[config.mk]
export PLATFORM = sky130hd
export DESIGN_NAME = interrupt_controller
export DESIGN_NICKNAME = d
export VERILOG_FILES = /design/src/rtl/intc_pkg.sv /design/src/rtl/intc_edge_detect.sv /design/src/rtl/interrupt_controller.sv
export SDC_FILE = /design/constraint.sdc
export NUM_CORES = 1
export LEC_CHECK = 0
export ABC_CLOCK_PERIOD_IN_PS = 5150
export CORE_ASPECT_RATIO = 0.7
export CORE_MARGIN = 2
export CORE_UTILIZATION = 57
export DETAILED_ROUTE_END_ITERATION = 8
export PLACE_DENSITY = 0.85
export RECOVER_POWER = 25
export SLEW_MARGIN = 10
export SYNTH_ARGS = -nofsm -noshare
export SYNTH_HDL_FRONTEND = slang
export SYNTH_SLANG_ARGS = --single-unit
[constraint.sdc]
create_clock -name clock -period 5.15 [get_ports clock]
set_clock_uncertainty 0.2 [all_clocks]
set_input_delay 1.03 -clock clock [delete_from_list [all_inputs] [get_ports clock]]
set_output_delay 1.03 -clock clock [all_outputs]
set_load 0.03 [all_outputs]
[src/rtl/intc_pkg.sv]
// Shared register offsets, FSM encoding and source count for the interrupt controller.
package intc_pkg;

  localparam int NSRC = 4;

  localparam logic [2:0] OFF_ENABLE  = 3'd0;
  localparam logic [2:0] OFF_PENDING = 3'd1;
  localparam logic [2:0] OFF_STATUS  = 3'd2;
  localparam logic [2:0] OFF_RSVD    = 3'd3;

  typedef enum logic [1:0] {
    ST_IDLE    = 2'd0,
    ST_ISSUE   = 2'd1,
    ST_SERVICE = 2'd2
  } state_e;

endpackage

[src/rtl/intc_edge_detect.sv]
// Per-bit rising-edge detector: input is registered once, rise_o flags 0->1 between the last two samples.
// Latency: one edge to sample, rise_o valid the cycle after; no backpressure.
module intc_edge_detect #(
  parameter int W = 4
) (
  input  logic         clock,
  input  logic         reset_n,
  input  logic [W-1:0] sig_i,
  output logic [W-1:0] rise_o
);

  logic [W-1:0] samp_q;
  logic [W-1:0] prev_q;

  always_ff @(posedge clock or negedge reset_n) begin
    if (!reset_n) begin
      samp_q <= '0;
      prev_q <= '0;
    end else begin
      samp_q <= sig_i;
      prev_q <= samp_q;
    end
  end

  assign rise_o = samp_q & ~prev_q;

endmodule

[src/rtl/interrupt_controller.sv]
// Memory-mapped, non-nesting, fixed-priority interrupt controller for four edge-triggered sources.
// Latency: source edge to int_req is three edges; no backpressure, the CPU releases service with int_ret.
module interrupt_controller import intc_pkg::*; #(
  parameter logic [7:0] BASE_ADDR = 8'hF0,
  parameter int         NSRC      = 4
) (
  input  logic            clock,
  input  logic            reset_n,
  input  logic [NSRC-1:0] irq_src,
  input  logic [7:0]      mem_addr,
  input  logic [7:0]      mem_w_data,
  input  logic            mem_w_en,
  output logic [7:0]      mem_r_data,
  input  logic            int_ret,
  output logic            int_req,
  output logic [7:0]      int_vec,
  output logic [7:0]      int_en
);

  state_e          state_q, state_d;
  logic [NSRC-1:0] rise;
  logic [NSRC-1:0] pend_q, pend_d;
  logic [NSRC-1:0] elig;
  logic [NSRC-1:0] clr;
  logic [7:0]      enable_q, enable_d;
  logic [7:0]      vec_q [NSRC];
  logic [7:0]      vec_d [NSRC];
  logic [1:0]      cur_id_q, cur_id_d;
  logic            issued_q, issued_d;
  logic [1:0]      win_id;
  logic            issue;
  logic [7:0]      offset;
  logic            in_win;
  logic            wr;

  intc_edge_detect #(.W(NSRC)) u_edge (
    .clock   (clock),
    .reset_n (reset_n),
    .sig_i   (irq_src),
    .rise_o  (rise)
  );

  // Unsigned wrap makes any address below BASE_ADDR fall outside the window too.
  assign offset = mem_addr - BASE_ADDR;
  assign in_win = (offset < 8'd8);
  assign wr     = mem_w_en & in_win;
  assign elig   = pend_q & enable_q[4 +: NSRC];

  always_comb begin
    win_id = '0;
    for (int i = NSRC - 1; i >= 0; i--) begin
      if (elig[i]) win_id = i[1:0];
    end
  end

  always_comb begin
    state_d = state_q;
    issue   = 1'b0;
    case (state_q)
      ST_IDLE: begin
        if (enable_q[0] && (|elig)) begin
          state_d = ST_ISSUE;
          issue   = 1'b1;
        end
      end
      ST_ISSUE:   state_d = ST_SERVICE;
      ST_SERVICE: if (int_ret) state_d = ST_IDLE;
      default:    state_d = ST_IDLE;
    endcase
  end

  always_comb begin
    enable_d = enable_q;
    vec_d    = vec_q;
    clr      = '0;
    cur_id_d = cur_id_q;
    issued_d = issued_q;
    if (wr) begin
      case (offset[2:0])
        OFF_ENABLE:  enable_d = mem_w_data;
        OFF_PENDING: clr      = mem_w_data[NSRC-1:0];
        OFF_STATUS, OFF_RSVD: ;
        default:     vec_d[offset[1:0]] = mem_w_data;
      endcase
    end
    if (issue) begin
      cur_id_d    = win_id;
      issued_d    = 1'b1;
      clr[win_id] = 1'b1;
    end
    // A new edge outranks any clear of the same bit in this cycle.
    pend_d = (pend_q & ~clr) | rise;
  end

  always_ff @(posedge clock or negedge reset_n) begin
    if (!reset_n) begin
      state_q  <= ST_IDLE;
      pend_q   <= '0;
      enable_q <= '0;
      cur_id_q <= '0;
      issued_q <= 1'b0;
      for (int i = 0; i < NSRC; i++) vec_q[i] <= '0;
    end else begin
      state_q  <= state_d;
      pend_q   <= pend_d;
      enable_q <= enable_d;
      cur_id_q <= cur_id_d;
      issued_q <= issued_d;
      vec_q    <= vec_d;
    end
  end

  assign int_req = (state_q == ST_ISSUE);
  assign int_vec = issued_q ? vec_q[cur_id_q] : 8'h00;
  assign int_en  = enable_q;

  always_comb begin
    mem_r_data = 8'h00;
    if (in_win) begin
      case (offset[2:0])
        OFF_ENABLE:  mem_r_data = enable_q;
        OFF_PENDING: mem_r_data = 8'(pend_q);
        OFF_STATUS:  mem_r_data = {state_q != ST_IDLE, 5'b0, cur_id_q};
        OFF_RSVD:    mem_r_data = 8'h00;
        default:     mem_r_data = vec_q[offset[1:0]];
      endcase
    end
  end

endmodule

==> impl_metrics.env <==
export IMPL_timing_final_crit_share_pct=90.2
export IMPL_detail_route_first_pass_iterations=4
export IMPL_cts_tree="yes"
export IMPL_antenna_violating_nets_post_route=0
export IMPL_synth_yosys_seq_area_share_pct=49.3
export IMPL_synth_main_ff_cell="sky130_fd_sc_hd__dfrtp_1"
export IMPL_number_of_distinct_library_cells_after_synthesis=37
export IMPL_power_per_cell_area_nw_per_um2=309
export IMPL_floorplan_initialDensity_pct=59.9
export IMPL_die_height_microns=63.6
export IMPL_run_status="complete, but fails checks"
export IMPL_detailed_place_area_sq_um=3440
export IMPL_grt_busiest_layer="met2"
export IMPL_drv_max_cap_violation_count=1
export IMPL_clk_root_buffer_cell="sky130_fd_sc_hd__clkbuf_8"
export IMPL_setup_worst_path_start_class="input port"
export IMPL_gp_congestion=0.793
export IMPL_avgSynthCellArea_sq_um=13.3
export IMPL_yosys_top_cells_count="sky130_fd_sc_hd__dfrtp_1, sky130_fd_sc_hd__mux2_2, sky130_fd_sc_hd__mux4_2, sky130_fd_sc_hd__nand2_1"
export IMPL_async_flop_share_pct=100
export IMPL_synthMostInstantiatedCell="sky130_fd_sc_hd__dfrtp_1"
export IMPL_worst_path_max_fanout=12
export IMPL_clock_transition_at_the_registers_of_the_reported_paths_ns=0.06
export IMPL_syn_area_sq_um=2890
export IMPL_post_cts_resized=0
export IMPL_syn_to_final_growth_pct=27.4
export IMPL_design_final_nets=295
export IMPL_die_area_sq_um=5670
export IMPL_worst_hold_path_type="reg2reg"
export IMPL_timing_final_crit_period_ns=4.64
export IMPL_cts_setup_buffers=0
export IMPL_synth_cells=218
export IMPL_floorplan_core_area_sq_um=4830
export IMPL_cellLeakagePower_nw=1.64
export IMPL_global_route_usage_total_pct=28.3
export IMPL_timing_setup_critical_path_class="in2out"
export IMPL_num_antenna_cells=0
export IMPL_holdBufCountCts=0
export IMPL_final_design_area_no_fill_sq_um=3690
export IMPL_synth_enable_flop_cells=0
export IMPL_dr_total_vias=2114
export IMPL_clock_net_sink_count=57
export IMPL_tns_ns=0
export IMPL_cts_made_buffers=9
export IMPL_global_route_usage_met3_pct=11.5
export IMPL_top_level_ports=49
export IMPL_irDropWorstVdd_mv=0.200
export IMPL_final_core_util_pct=76.2
export IMPL_grt_setup_unrepaired="no"
export IMPL_met1_capacity_usage_during_global_routing_pct=38.0
export IMPL_buffer_ports_inserted=48
export IMPL_grt_pass1_wl_microns=11500
export IMPL_maximum_level_of_the_cts_h_tree=3
export IMPL_dp_final_hpwl_microns=4630
export IMPL_layout_filler_cells=313
export IMPL_timing_worst_slew_pin_value_ns=2.97
export IMPL_ys_warnings_count=0
export IMPL_critPathCaptureType="output port"
export IMPL_synth_top_cell_by_area="sky130_fd_sc_hd__dfrtp_1"
export IMPL_dr_first_iter_drc_count=170
export IMPL_row_count=21
export IMPL_final_max_slew_violation_count=58
export IMPL_syn_num_nets=242
export IMPL_area_share_of_the_leading_cell_type_in_the_synthesized_netlist_pct=49.3
export IMPL_gr_usage_met2_pct=41.6
export IMPL_finalHoldViolations=0
export IMPL_cts_path_max_buffers=2
export IMPL_grt_overflow=0
export IMPL_grt_max_degree=58
export IMPL_synth_ff_latch_count=57
export IMPL_failed_checks="capacitance limit, slew limit"
export IMPL_wl_per_cell_microns=20.3
export IMPL_worstPathRequired_ns=3.92
export IMPL_first_global_vias=2147
export IMPL_die_w_microns=89.2
export IMPL_wl_microns=7010
export IMPL_vias_per_cell=6.13
export IMPL_slew_headroom_pct=-97.8
export IMPL_worst_ep_arrival_time_ns=3.41
export IMPL_setup_viol=0
export IMPL_drive_gt1_share_pct=30.4
export IMPL_post_route_drc_count=0
export IMPL_fmax_mhz=215
export IMPL_post_synth_main_area_contributors="sky130_fd_sc_hd__dfrtp_1, sky130_fd_sc_hd__mux2_2, sky130_fd_sc_hd__mux4_2"
export IMPL_antenna_found_initial=0
export IMPL_clock_insertion_delay_worst_skew_ns=0.34
-- area by class of cell --
cell class / count / area [sq um] / share of cell area, %
Timing Repair Buffer: 53 / 509 / 13.8
Inverter: 6 / 22.5 / 0.611
Tap cell: 69 / 86.3 / 2.34
Clock inverter: 4 / 98.8 / 2.68
Sequential cell: 57 / 1430 / 38.7
Clock buffer: 12 / 155 / 4.21
Multi-Input combinational cell: 144 / 1390 / 37.6
-- critical path, cell delays in order --
cell	delay, ns
sky130_fd_sc_hd__clkdlybuf4s50_1	0.91
sky130_fd_sc_hd__nor2b_1	0.37
sky130_fd_sc_hd__a211oi_1	0.13
sky130_fd_sc_hd__nor3_1	0.25
sky130_fd_sc_hd__clkdlybuf4s50_1	0.72
-- path summary, 6_finish.rpt --
check,from,to,slack [ns],cells past startpoint
max in group asynchronous,reset_n,vec_q[12],1.52,2
min in group asynchronous,reset_n,vec_q[21],1.56,2
hold reg to reg,u_edge.samp_q[3],u_edge.prev_q[3],0.17,0
setup / recovery,mem_addr[0],mem_r_data[0],0.51,5
hold / removal,u_edge.samp_q[3],u_edge.prev_q[3],0.17,0
setup reg to reg,int_en[0],cur_id_q[0],3.04,3
-- through the flow --
stage	power (W)	instances	worst slack, ns	hold slack, ns
final	0.00114	345	0.506	0.171
after global routing	0.00118	345	0.335	0.187
after CTS	0.00114	345	0.507	0.175
after detailed placement	0.000623	329	0.523	0.163
after global placement	0.000618	329	0.551	0.159
after floorplan	0.000561	218	1.48	0.154
-- power by group --
part	leakage, nW	total (W)	switching, W	internal (W)
Sequential	0.749	0.000499	0.0000289	0.000470
Clock	0.127	0.000523	0.000175	0.000349
Combinational	0.762	0.000117	0.0000541	0.0000626
Total	1.64	0.00114	0.000258	0.000881
-- logic make-up (layout without fill, tap and decap cells) --
group           after synthesis  count (layout)  synth area share, %
buf+inv                      17              75                 2.77
simple gates                 59              59                 11.6
mux                          62              62                 30.8
compound gates               23              23                 5.53
flops                        57              57                 49.3
-- per-layer routing --
layer / vias to the layer above / wire (microns)
li1: 914 / -
met1: 1065 / 2740
met2: 117 / 3390
met3: 18 / 731
met4: 0 / 153
met5: - / 0
-- flip-flops by register name (all words and copies together), names as in the netlist --
signal         cells
int_en             8
u_edge.samp_q      4
cur_id_q           2
pend_q             4
vec_q             32
state_q            2
issued_q           1
u_edge.prev_q      4
-- cells in the final DEF (no fill, tap or decap), types with 4 or more instances in the layout --
cell type,instances
sky130_fd_sc_hd__dfrtp_1,57
sky130_fd_sc_hd__clkdlybuf4s50_1,43
sky130_fd_sc_hd__mux2_2,34
sky130_fd_sc_hd__mux4_2,15
sky130_fd_sc_hd__nand2_1,13
sky130_fd_sc_hd__clkbuf_8,11
sky130_fd_sc_hd__and2_1,8
sky130_fd_sc_hd__mux2_4,8
sky130_fd_sc_hd__a21oi_1,7
sky130_fd_sc_hd__nor3_1,6
sky130_fd_sc_hd__nor2_1,6
sky130_fd_sc_hd__inv_1,6
sky130_fd_sc_hd__nand3_1,5
sky130_fd_sc_hd__mux2i_1,5
sky130_fd_sc_hd__nor2b_1,4
sky130_fd_sc_hd__dlygate4sd3_1,4
sky130_fd_sc_hd__buf_4,4
(Power assumes the default switching activity.)
